$ cat src/rtl/idrr_stage_if.sv
// IF/ID -> ID/RR data bus: instruction fields in, registered decode fields out.
// master is the ID/RR stage; slave is the IF/ID producer and downstream consumers.
interface idrr_stage_if #(
   parameter int DW = 16
);
   logic [DW-1:0] ifid_instr;
   logic [DW-1:0] ifid_pc;
   logic          ifid_valid;
   logic [DW-1:0] idrr_instr;
   logic [DW-1:0] idrr_pc;
   logic          idrr_valid;
   logic          IDRR_LM;
   logic          IDRR_SM;
   logic [DW-1:0] SE16;
   logic [2:0]    ra_addr;
   logic [2:0]    rb_addr;
   logic [2:0]    rc_addr;

   modport master (
      input  ifid_instr, ifid_pc, ifid_valid,
      output idrr_instr, idrr_pc, idrr_valid, IDRR_LM, IDRR_SM, SE16,
             ra_addr, rb_addr, rc_addr
   );

   modport slave (
      output ifid_instr, ifid_pc, ifid_valid,
      input  idrr_instr, idrr_pc, idrr_valid, IDRR_LM, IDRR_SM, SE16,
             ra_addr, rb_addr, rc_addr
   );
endinterface

$ cat src/rtl/idrr_stage.sv
// ID/RR pipeline register: one-cycle latency from IF/ID to registered instruction and SE16.
// Holds under disable_pipe/hazard_stall (ifid_hold back to IF/ID); flushes seen during an LM/SM hold are deferred.
module idrr_stage #(
   parameter int         DW    = 16,
   parameter logic [3:0] LM_OP = 4'b0110,
   parameter logic [3:0] SM_OP = 4'b0111
) (
   input  logic             clk,
   input  logic             reset,
   idrr_stage_if.master     bus,
   input  logic             disable_pipe,
   input  logic             hazard_stall,
   input  logic             flush,
   output logic             ifid_hold,
   output logic             flush_pending
);

   typedef enum logic [1:0] {RUN, HOLD_LMSM, HOLD_HAZ} state_t;
   typedef enum logic [1:0] {ACT_HOLD, ACT_LOAD, ACT_BUBBLE} act_t;

   state_t        state_q, state_d;
   act_t          act;
   logic          pend_d;
   logic [DW-1:0] instr_q, pc_q, se16_q;
   logic          valid_q;

   function automatic logic [DW-1:0] ext_imm(input logic [DW-1:0] i);
      logic [DW-1:0] r;
      r = '0;
      case (i[DW-1:DW-4])
         LM_OP, SM_OP:                      r = {{(DW-8){1'b0}}, i[7:0]};
         4'b0011:                           r = {i[8:0], {(DW-9){1'b0}}};
         4'b0001, 4'b0100, 4'b0101, 4'b1100: r = {{(DW-6){i[5]}}, i[5:0]};
         4'b1000:                           r = {{(DW-9){i[8]}}, i[8:0]};
         default:                           r = '0;
      endcase
      return r;
   endfunction

   always_ff @(posedge clk or negedge reset) begin
      if (!reset) begin
         state_q       <= RUN;
         flush_pending <= 1'b0;
      end else begin
         state_q       <= state_d;
         flush_pending <= pend_d;
      end
   end

   // disable_pipe outranks flush in every state; that is what makes the flush deferrable.
   always_comb begin
      state_d = state_q;
      case (state_q)
         RUN: begin
            if (disable_pipe)      state_d = HOLD_LMSM;
            else if (flush)        state_d = RUN;
            else if (hazard_stall) state_d = HOLD_HAZ;
         end
         HOLD_LMSM: begin
            if (!disable_pipe)     state_d = RUN;
         end
         HOLD_HAZ: begin
            if (disable_pipe)                state_d = HOLD_LMSM;
            else if (flush || !hazard_stall) state_d = RUN;
         end
         default:                  state_d = RUN;
      endcase
   end

   always_comb begin
      act    = ACT_HOLD;
      pend_d = 1'b0;
      case (state_q)
         RUN, HOLD_HAZ: begin
            if (disable_pipe)       pend_d = flush;
            else if (flush)         act    = ACT_BUBBLE;
            else if (!hazard_stall) act    = ACT_LOAD;
         end
         HOLD_LMSM: begin
            // Leaving the hold always consumes the finished LM/SM, either as a bubble or a fresh load.
            if (disable_pipe)       pend_d = flush_pending | flush;
            else if (flush_pending || flush) act = ACT_BUBBLE;
            else                    act    = ACT_LOAD;
         end
         default:                   act    = ACT_BUBBLE;
      endcase
   end

   always_ff @(posedge clk or negedge reset) begin
      if (!reset) begin
         instr_q <= '0;
         pc_q    <= '0;
         se16_q  <= '0;
         valid_q <= 1'b0;
      end else begin
         case (act)
            ACT_LOAD: begin
               instr_q <= bus.ifid_instr;
               pc_q    <= bus.ifid_pc;
               se16_q  <= ext_imm(bus.ifid_instr);
               valid_q <= bus.ifid_valid;
            end
            ACT_BUBBLE: begin
               instr_q <= '0;
               pc_q    <= '0;
               se16_q  <= '0;
               valid_q <= 1'b0;
            end
            default: ;
         endcase
      end
   end

   assign ifid_hold      = reset & (disable_pipe | hazard_stall);
   assign bus.idrr_instr = instr_q;
   assign bus.idrr_pc    = pc_q;
   assign bus.idrr_valid = valid_q;
   assign bus.SE16       = se16_q;
   assign bus.IDRR_LM    = valid_q & (instr_q[DW-1:DW-4] == LM_OP);
   assign bus.IDRR_SM    = valid_q & (instr_q[DW-1:DW-4] == SM_OP);
   assign bus.ra_addr    = valid_q ? instr_q[11:9] : 3'b0;
   assign bus.rb_addr    = valid_q ? instr_q[8:6]  : 3'b0;
   assign bus.rc_addr    = valid_q ? instr_q[5:3]  : 3'b0;

endmodule
$ cat src/flat_wrapper.sv
// flat-port wrapper written by rule: the top's interface ports become plain ports
module idrr_stage_flat 
#(
   parameter int         DW    = 16,
   parameter logic [3:0] LM_OP = 4'b0110,
   parameter logic [3:0] SM_OP = 4'b0111
)
  (clk, reset, disable_pipe, hazard_stall, flush, ifid_hold, flush_pending, bus_ifid_instr, bus_ifid_pc, bus_ifid_valid, bus_idrr_instr, bus_idrr_pc, bus_idrr_valid, bus_IDRR_LM, bus_IDRR_SM, bus_SE16, bus_ra_addr, bus_rb_addr, bus_rc_addr);
  idrr_stage_if #(.DW(DW)) bus_i ();
  input  logic clk;
  input  logic reset;
  input  logic disable_pipe;
  input  logic hazard_stall;
  input  logic flush;
  output logic ifid_hold;
  output logic flush_pending;
  input wire logic [$bits(bus_i.ifid_instr)-1:0] bus_ifid_instr;
  input wire logic [$bits(bus_i.ifid_pc)-1:0] bus_ifid_pc;
  input wire logic [$bits(bus_i.ifid_valid)-1:0] bus_ifid_valid;
  output wire logic [$bits(bus_i.idrr_instr)-1:0] bus_idrr_instr;
  output wire logic [$bits(bus_i.idrr_pc)-1:0] bus_idrr_pc;
  output wire logic [$bits(bus_i.idrr_valid)-1:0] bus_idrr_valid;
  output wire logic [$bits(bus_i.IDRR_LM)-1:0] bus_IDRR_LM;
  output wire logic [$bits(bus_i.IDRR_SM)-1:0] bus_IDRR_SM;
  output wire logic [$bits(bus_i.SE16)-1:0] bus_SE16;
  output wire logic [$bits(bus_i.ra_addr)-1:0] bus_ra_addr;
  output wire logic [$bits(bus_i.rb_addr)-1:0] bus_rb_addr;
  output wire logic [$bits(bus_i.rc_addr)-1:0] bus_rc_addr;
  assign bus_i.ifid_instr = bus_ifid_instr;
  assign bus_i.ifid_pc = bus_ifid_pc;
  assign bus_i.ifid_valid = bus_ifid_valid;
  assign bus_idrr_instr = bus_i.idrr_instr;
  assign bus_idrr_pc = bus_i.idrr_pc;
  assign bus_idrr_valid = bus_i.idrr_valid;
  assign bus_IDRR_LM = bus_i.IDRR_LM;
  assign bus_IDRR_SM = bus_i.IDRR_SM;
  assign bus_SE16 = bus_i.SE16;
  assign bus_ra_addr = bus_i.ra_addr;
  assign bus_rb_addr = bus_i.rb_addr;
  assign bus_rc_addr = bus_i.rc_addr;
  idrr_stage #(.DW(DW), .LM_OP(LM_OP), .SM_OP(SM_OP)) u_core (.clk(clk), .reset(reset), .bus(bus_i), .disable_pipe(disable_pipe), .hazard_stall(hazard_stall), .flush(flush), .ifid_hold(ifid_hold), .flush_pending(flush_pending));
endmodule
$ cat config.mk
export PLATFORM = sky130hd
export DESIGN_NAME = idrr_stage_flat
export DESIGN_NICKNAME = d
export VERILOG_FILES = /design/src/rtl/idrr_stage_if.sv /design/src/rtl/idrr_stage.sv /design/src/flat_wrapper.sv
export SDC_FILE = /design/constraint.sdc
export NUM_CORES = 1
export LEC_CHECK = 0
export CORE_ASPECT_RATIO = 0.75
export CORE_MARGIN = 8
export CORE_UTILIZATION = 38
export CTS_CLUSTER_SIZE = 30
export DETAILED_ROUTE_END_ITERATION = 8
export GPL_TIMING_DRIVEN = 0
export PLACE_DENSITY = 0.86
export SLEW_MARGIN = 20
export SYNTH_ARGS = -nofsm -noshare
export SYNTH_HDL_FRONTEND = slang
export SYNTH_SLANG_ARGS = --single-unit
$ cat constraint.sdc
create_clock -name clk -period 2.2 [get_ports clk]
set_clock_uncertainty 0.2 [all_clocks]
set_input_delay 0.66 -clock clk [delete_from_list [all_inputs] [get_ports clk]]
set_output_delay 0.66 -clock clk [all_outputs]
set_load 0.005 [all_outputs]
Word-level counts from Yosys, hierarchy flattened --
Cells that the tools add are included.
Storage, ports and cells: bits in registers 52, bits of input ports 38, word-level logic and storage cells 61
Cells by class: equal/unequal tests 17, multiplexer cells 24, bitwise gates (word level) 5, reduce and logical (&&, ||, !) cells 9
Operator list (number):
- $pmux W16 S2 | 3
- $pmux W16 S4 | 1
- $eq A4 B3 Y1 const B | 6
- $mux W2 | 10
- $mux W3 | 3
- $eq A4 B4 Y1 const B | 2
- $pmux W2 S3 | 1
- $eq A2 B1 Y1 const B | 2
- $eq A2 B2 Y1 const B | 2
- $eq A4 B1 Y1 const B | 1
- $eq A4 B2 Y1 const B | 1
- $ne A4 B4 Y1 const B | 1
- $pmux W1 S2 | 2
- $pmux W2 S2 | 1
- $reduce_or A2 Y1 | 2
- $reduce_or A4 Y1 | 1
- $and A1 B1 Y1 | 3
- $mux W1 | 3
- $ne A3 B2 Y1 const B | 1
- $reduce_and A3 Y1 | 1
- $logic_not A2 Y1 | 1
- $logic_or A1 B1 Y1 | 2
- $ne A2 B2 Y1 const B | 1
- $or A1 B1 Y1 | 2
- 2 further kinds | 2

Longest topological paths before layout --
Gate-level depths: netlist of the first run.
depth in word-level cells 6, gate-level depth with buffers 8, mapped depth without buffers 7

Worst setup path before layout of the first run --
Ideal clock, no wire load.
path type input -> register, start point in hazard_stall, end point reg u_core.se16_q[3] (netlist: u_core.bus.SE16[3]), data arrival time 2035 ps, data required time 1934 ps, setup slack -101 ps, cell stages on the path 8, buffers on the path 1, path through nor2_1 -> a21oi_1 -> or3_1 -> ha_1 -> clkbuf_1 -> nor2_8 -> a21boi_4 -> a22o_1
On the way: word-level cells in the longest chain between the ends 6, elaborated cells on any way between the ends 8, those cells by class eq/ne (2); mux (5); reduce/logical (1)
Ends and longest elaborated chain:
- start, declared | line flat_wrapper.sv:13 | input logic hazard_stall;
- $mux W1 (*) | line idrr_stage.sv:77 | else if (!hazard_stall) act = ACT_LOAD;
- $mux W2 (*) | line idrr_stage.sv:76 | else if (flush) act = ACT_BUBBLE;
- $mux W2 (*) | line idrr_stage.sv:75 | if (disable_pipe) pend_d = flush;
- $pmux W2 S2 (*) | line idrr_stage.sv:73 | case (state_q)
- $eq A2 B2 Y1 or $eq A2 B1 Y1 (tied branches) | line idrr_stage.sv:96 | case (act)
- $pmux W16 S2 or $reduce_bool A2 Y1 (tied branches)
- end signal, assigned | line idrr_stage.sv:100 | se16_q <= ext_imm(bus.ifid_instr);
- end, declared | line idrr_stage.sv:24 | logic [DW-1:0] instr_q, pc_q, se16_q;
Mark *: on every way between the ends. The rest lies on a longest branch, timed or not. A chain may end at the register's enable or synchronous reset.

Worst setup path after layout of the first run --
start point in hazard_stall, end point out ifid_hold
On the way: word-level cells in the longest chain between the ends 2
Ends and longest elaborated chain:
- $or A1 B1 Y1 | line idrr_stage.sv:114 | assign ifid_hold = reset & (disable_pipe | hazard_stall);
- $and A1 B1 Y1 | line idrr_stage.sv:114
- end, declared | line flat_wrapper.sv:15 | output logic ifid_hold;
Every way passes these cells.

==> impl_metrics.env, run 1 <==
export IMPL_vias_per_cell=5.01
export IMPL_setup_viol=0
export IMPL_synth_commonest_cells="dfrtp_1 (52), nand2_1 (38), o21ai_1 (38)"
export IMPL_synth_seq_cells=52
export IMPL_status="finished, final reports clean"
export IMPL_synth_xor_xnor_area_share=0
export IMPL_cts_root_buf="clkbuf_8"
export IMPL_regToRegSetupSlack_ns=0.13
export IMPL_netlist_top_cells_area="dfrtp_1 (55%), o21ai_1 (8.0%), nand2b_1 (7.1%)"
export IMPL_synth_distinct_cells=36
export IMPL_ys_flop_type="dfrtp_1"
export IMPL_synth_top_family_by_area="simple AND/OR/NAND/NOR gates"
export IMPL_overflow=0
export IMPL_reg2reg_depth=7
export IMPL_initial_core_util=0.384
export IMPL_reg2reg_from="u_core.state_q[0]$_DFFE_PN0P_"
export IMPL_synth_area_per_cell_um2=10.0
export IMPL_worst_slew_pin_slew_ns=0.414
export IMPL_cts_buffers_inserted=5
export IMPL_path_class="input pin to primary output"
export IMPL_port_buffers=97
export IMPL_synth_compound_area_frac=0.191
export IMPL_synthArstFlopShare=1.00
export IMPL_core_um2=6190
export IMPL_cp_end_kind="primary output"
export IMPL_final_net_count=386
export IMPL_ys_seq_area_frac=0.547
export IMPL_pre_cts_ws_ns=-0.788
export IMPL_drtIter0Drc=200
export IMPL_clock_sinks=52
export IMPL_wl_per_cell_um=17.1
export IMPL_cp_start_kind="input pin"
export IMPL_cp_required_ns=1.34
export IMPL_ir_drop_v=0.000306
export IMPL_die_height_um=84.5
export IMPL_synth_mux_area_fraction=0
export IMPL_synth_most_common_cell="dfrtp_1"
export IMPL_io_pin_count=100
export IMPL_syn_cell_area_um2=2380
export IMPL_slew_limit_headroom=0.720
export IMPL_drt_wl_total_mm=7.35
export IMPL_synthSimpleGateAreaFrac=0.226
export IMPL_fin_crit_ns=2.15
export IMPL_grt_pass1_vias=2279
export IMPL_slew_viol_final=0
export IMPL_yosysWarnings=0
export IMPL_rsz0062_at_grt="yes"
export IMPL_layout_setup_ws_ns=0.0509
export IMPL_drive_above_1_share=0.121
export IMPL_finalHoldViolCount=0
export IMPL_dp_hpwl_mm=5.41
export IMPL_syn_inst=237
export IMPL_clk_latency_ns=0.29
export IMPL_cts_tree="done"
export IMPL_synth_top_area_share=0.547
export IMPL_area_growth_pct=56.9
export IMPL_post_route_drc_count=0
export IMPL_cts_max_path_buffers=2
export IMPL_vias=2149
export IMPL_worst_hold_slack_ns=0.0644
export IMPL_grt_antenna_before_repair=0
export IMPL_dr_pass1_iters=4
export IMPL_period_share=0.977
export IMPL_antenna_cells=0
export IMPL_r2r_end="u_core.bus.SE16[1]$_DFFE_PN0P_"
export IMPL_synth_fa_ha_area_frac=0.00526
export IMPL_dieArea_um2=9080
export IMPL_rows=25
export IMPL_cp_endpoint="ifid_hold"
export IMPL_worstPathArrival_ns=1.29
export IMPL_grt_pass1_wl_mm=11.9
export IMPL_place_congestion=0.820
export IMPL_htreeDepth=2
export IMPL_p_leak_nw=1.66
export IMPL_synth_nets=276
export IMPL_drv_cap=0
export IMPL_power_density_nw_per_um2=715
export IMPL_worst_path_max_fanout=3
export IMPL_synth_top_cell_by_area="dfrtp_1"
export IMPL_ant_nets=0
export IMPL_clk_pin_slew_ns=0.09
export IMPL_fmax_mhz=465
export IMPL_crit_path_start="hazard_stall"
export IMPL_grt_usage=0.164
export IMPL_grt_max_degree=27
export IMPL_die_x_um=107
export IMPL_min_path_type="input pin to asynchronous set/reset pin"
export IMPL_synth_edff_count=0
export IMPL_total_power_w=0.00267
==> state kept, by name (all words and copies together) (netlist names) <==
register	count
u_core.flush_pending	1
u_core.state_q	2
u_core.bus.idrr_valid	1
u_core.bus.idrr_pc	16
u_core.bus.idrr_instr	16
u_core.bus.SE16	16
==> cell families (layout without fill, tap and decap cells) <==
family                   count (synthesis)  in the layout
AO/OA/AOI/OAI                           71             71
adder cells (fa/ha/maj)                  1              1
buffers and inverters                   17            128
AND/OR/NAND/NOR                         96             96
flip-flops                              52             52
==> timing repair <==
item / in CTS / in global routing
hold buffers: 1 / 0
setup buffers: 4 / 1
gates cloned: 1 / 0
resized for setup: 41 / 14
setup endpoints to repair: 61 / 40
pin swaps: 2 / 3
endpoints found under the hold margin: 26 / 0
==> worst max-delay path, cell delays in order <==
cell and delay (ns):
clkdlybuf4s15_2 0.21, o21a_1 0.20, clkdlybuf4s15_1 0.22
==> report_power, final <==
part	switching, W	total, W	leakage [nW]	internal [W]
registers	0.000106	0.00122	0.675	0.00111
clock network	0.000295	0.000552	0.0455	0.000257
logic	0.000353	0.000902	0.938	0.000549
total	0.000753	0.00267	1.66	0.00192
==> cell usage in the layout (no fill, tap or decap), types with 2 or more instances in the layout <==
cell type,n
buf_6,4
nand2b_1,27
a21oi_1,10
nor2_1,3
buf_4,5
nand2_1,38
dlygate4sd2_1,7
clkbuf_2,3
buf_12,2
nand3b_1,2
clkdlybuf4s50_1,78
clkdlybuf4s15_2,2
dlymetal6s2s_1,3
o21ai_1,38
nor2b_1,3
clkbuf_1,3
and2_1,9
dfrtp_1,52
buf_2,4
clkbuf_8,6
clkdlybuf4s15_1,5
nor4bb_1,2
a22o_1,12
inv_1,2
==> area by class of cell <==
cell class / count / area (µm²)
well taps: 81 / 101
multi-input cells: 168 / 1040
flip-flops and latches: 52 / 1300
plain buffers: 14 / 121
clock buffers: 8 / 90.1
fillers: 527 / 2460
repair buffers: 104 / 1070
inverters: 2 / 7.51
==> metrics by stage <==
step / TNS, ns / utilization / std cells / cell area [µm²]
after CTS: -0.00363 / 0.596 / 428 / 3690
after global placement: -100.96 / 0.564 / 415 / 3490
after floorplan: -0.0694 / - / 237 / 2420
final: 0 / 0.603 / 429 / 3730
after detailed placement: -35.12 / 0.563 / 415 / 3490
after global routing: -0.00695 / 0.603 / 429 / 3730
==> how the worst min path moves through the flow <==
stage | start | endpoint | slack (ns) | cells after the start
after global routing | reset | u_core.bus.idrr_instr[13]$_DFFE_PN0P_ | 0.06 | 2
after global placement | u_core.bus.idrr_pc[10]$_DFFE_PN0P_ | u_core.bus.idrr_pc[10]$_DFFE_PN0P_ | 0.27 | 2
after floorplan | reset | u_core.bus.SE16[0]$_DFFE_PN0P_ | 0.16 | 0
final | reset | u_core.bus.idrr_instr[13]$_DFFE_PN0P_ | 0.06 | 2
after CTS | reset | u_core.bus.idrr_instr[13]$_DFFE_PN0P_ | 0.06 | 2
after detailed placement | u_core.bus.idrr_pc[14]$_DFFE_PN0P_ | u_core.bus.idrr_pc[14]$_DFFE_PN0P_ | 0.28 | 2
==> routing by layer <==
metal	GRT usage	up-vias	wire length, µm
li1	-	1026	-
met1	0.207	1040	3120
met2	0.260	73	3530
met3	0.0520	10	598
met4	0.0528	0	102
met5	0	-	0
Power figures use the tool's default switching activity.
==> run 2: changes to the inputs <==
Clock period 2.2 ns to 1.8 ns, I/O delays scaled along.
==> run 2 against run 1 <==
The run now ends with setup timing left. Via count increased by 5.0%. First-iteration DRC count decreased by 52%. Wire length increased by 4.1%. Final area increased by 6.8%. Combinational power increased by 37%. Non-clock buffer count increased by 24. Core utilization increased by 4.1 points. Worst hold slack improved by 0.21 ns. Cell count increased by 5.6%. Critical path depth increased by 1. Total power increased by 31%.
==> impl_metrics.env, run 2 (synthesized netlist as in run 1, its figures left out) <==
export IMPL_ant_nets=0
export IMPL_final_cell_mix="dlygate4sd2_1 (51), dfrtp_1 (51), nand2_1 (37)"
export IMPL_ir_drop_v=0.000396
export IMPL_vias_per_cell=4.98
export IMPL_htreeDepth=2
export IMPL_grt_antenna_before_repair=0
export IMPL_power_density_nw_per_um2=876
export IMPL_slew_viol_final=0
export IMPL_die_height_um=84.5
export IMPL_drt_wl_total_mm=7.65
export IMPL_path_class="register to primary output"
export IMPL_core_um2=6190
export IMPL_vias=2256
export IMPL_combPwrFrac=0.354
export IMPL_grt_pass1_wl_mm=12.2
export IMPL_port_buffers=97
export IMPL_fin_crit_ns=2.01
export IMPL_rsz0062_at_grt="yes"
export IMPL_cts_buffers_inserted=5
export IMPL_path_buf_inv=2
export IMPL_layout_setup_ws_ns=-0.213
export IMPL_area_growth_pct=67.6
export IMPL_worst_slew_pin_slew_ns=0.372
export IMPL_antenna_cells=0
export IMPL_cp_slowest_cell="dfrtp_1"
export IMPL_grt_usage=0.167
export IMPL_violations="setup timing"
export IMPL_cp_end_kind="primary output"
export IMPL_cp_start_kind="register"
export IMPL_cp_required_ns=1.06
export IMPL_pwr_share_clk=0.226
export IMPL_wl_per_cell_um=16.9
export IMPL_overflow=0
export IMPL_cts_root_buf="clkbuf_8"
export IMPL_min_path_type="input pin to register"
export IMPL_switchingPower_w=0.00100
export IMPL_grt_max_degree=27
export IMPL_initial_core_util=0.384
export IMPL_p_seq_frac=0.419
export IMPL_cts_max_path_buffers=2
export IMPL_clock_sinks=52
export IMPL_fmax_mhz=497
export IMPL_max_stage_delay_ns=0.45
export IMPL_total_power_w=0.00349
export IMPL_slew_limit_headroom=0.750
export IMPL_clk_latency_ns=0.29
export IMPL_dr_pass1_iters=4
export IMPL_fill_cells=513
export IMPL_intPower_w=0.00249
export IMPL_setup_viol=61
export IMPL_post_route_drc_count=0
export IMPL_clk_pin_slew_ns=0.10
export IMPL_worst_path_max_fanout=3
export IMPL_worstPathArrival_ns=1.27
export IMPL_dieArea_um2=9080
export IMPL_period_share=1.12
export IMPL_io_pin_count=100
export IMPL_die_x_um=107
export IMPL_worst_hold_slack_ns=0.278
export IMPL_netSwitchingFraction=0.287
export IMPL_cpLargestDelayFamily="flip-flops"
export IMPL_status="finished, violations left"
export IMPL_crit_chain="buf_6, nand4b_1, nor2_1, buf_2"
export IMPL_cts_tree="done"
export IMPL_drtIter0Drc=96
export IMPL_finalHoldViolCount=0
export IMPL_place_congestion=0.816
export IMPL_drv_cap=0
export IMPL_dp_hpwl_mm=5.45
export IMPL_drive_above_1_share=0.266
export IMPL_grt_pass1_vias=2373
export IMPL_fin_setup_tns_ns=-8.72
export IMPL_rows=25
export IMPL_p_leak_nw=1.96
export IMPL_final_net_count=410
run 2: cell count changes in the layout (fill, tap and decap cells not counted), moves of 4 or more:
cell	before	now
and2_1	9	0
o21ai_2	1	12
o21ai_1	38	27
dlygate4sd2_1	7	51
clkdlybuf4s15_1	5	1
buf_2	4	9
buf_4	5	22
and2_4	0	9
buf_6	4	15
clkdlybuf4s50_1	78	29
run 2: what timing repair did:
action,in CTS,in global routing
gates cloned,2,0
gates resized for setup,147,30
pin swaps,11,8
buffers inserted,24,3
hold buffers,3,0
endpoints found under the hold margin,52,0
setup endpoints to repair,111,62
run 2: path summary, 6_finish.rpt:
| check | cells past startpoint | slack, ns | start | to |
|---|---|---|---|---|
| worst max register to register | 7 | -0.19 | u_core.state_q[1]$_DFFE_PN0P_ | u_core.bus.SE16[1]$_DFFE_PN0P_ |
| worst min-delay path | 2 | 0.28 | disable_pipe | u_core.state_q[1]$_DFFE_PN0P_ |
| min in group asynchronous | 3 | 0.55 | reset | u_core.bus.idrr_instr[15]$_DFFE_PN0P_ |
| max in group asynchronous | 2 | 0.65 | reset | u_core.state_q[0]$_DFFE_PN0P_ |
| worst min register to register | 2 | 0.28 | u_core.bus.SE16[9]$_DFFE_PN0P_ | u_core.bus.SE16[9]$_DFFE_PN0P_ |
| worst max-delay path | 4 | -0.21 | u_core.bus.idrr_valid$_DFFE_PN0P_ | bus_IDRR_LM |
run 2: layout make-up:
type	instances	area, µm²	share of cell area
flip-flops and latches	52	1300	0.327
repair buffers	128	1210	0.303
multi-input cells	168	1110	0.279
plain buffers	14	143	0.0358
well taps	81	101	0.0254
clock buffers	5	68.8	0.0173
clock inverters	3	42.5	0.0107
inverters	2	7.51	0.00188
run 2: power by group through the flow:
| stage | logic (W) | clock network [W] | registers (W) |
|---|---|---|---|
| 2_1_floorplan | 0.000382 | 0 | 0.00150 |
| 3_5_place_dp | 0.00107 | 0 | 0.00151 |
| 3_3_place_gp | 0.00104 | 0 | 0.00150 |
| 6_report | 0.00124 | 0.000790 | 0.00147 |
| 4_1_cts | 0.00118 | 0.000807 | 0.00146 |
| 5_1_grt | 0.00135 | 0.000852 | 0.00149 |
run 2: through the flow:
step	setup WS (ns)	utilization	cells	cell area [µm²]
final	-0.213	0.644	453	3990
after global routing	-0.255	0.644	453	3990
after CTS	-0.199	0.625	451	3870
after detailed placement	-0.950	0.566	415	3500
after global placement	-2.42	0.566	415	3510
after floorplan	-0.280	-	237	2430
run 2: worst reg2reg max path, cell delays in order, from the launching register on:
cell and delay [ns]:
dfrtp_1 0.41, nor2_1 0.11, a21oi_1 0.07, or3_4 0.34, ha_4 0.26, nor2_8 0.11, a21boi_4 0.27, a22o_1 0.17
run 2: per-layer routing:
layer  up-vias  track usage  wire [µm]
li1       1087            -          -
met1      1092        0.208       3270
met2        70        0.275       3760
met3         7       0.0490        547
met4         0       0.0415         80
met5         -            0          0
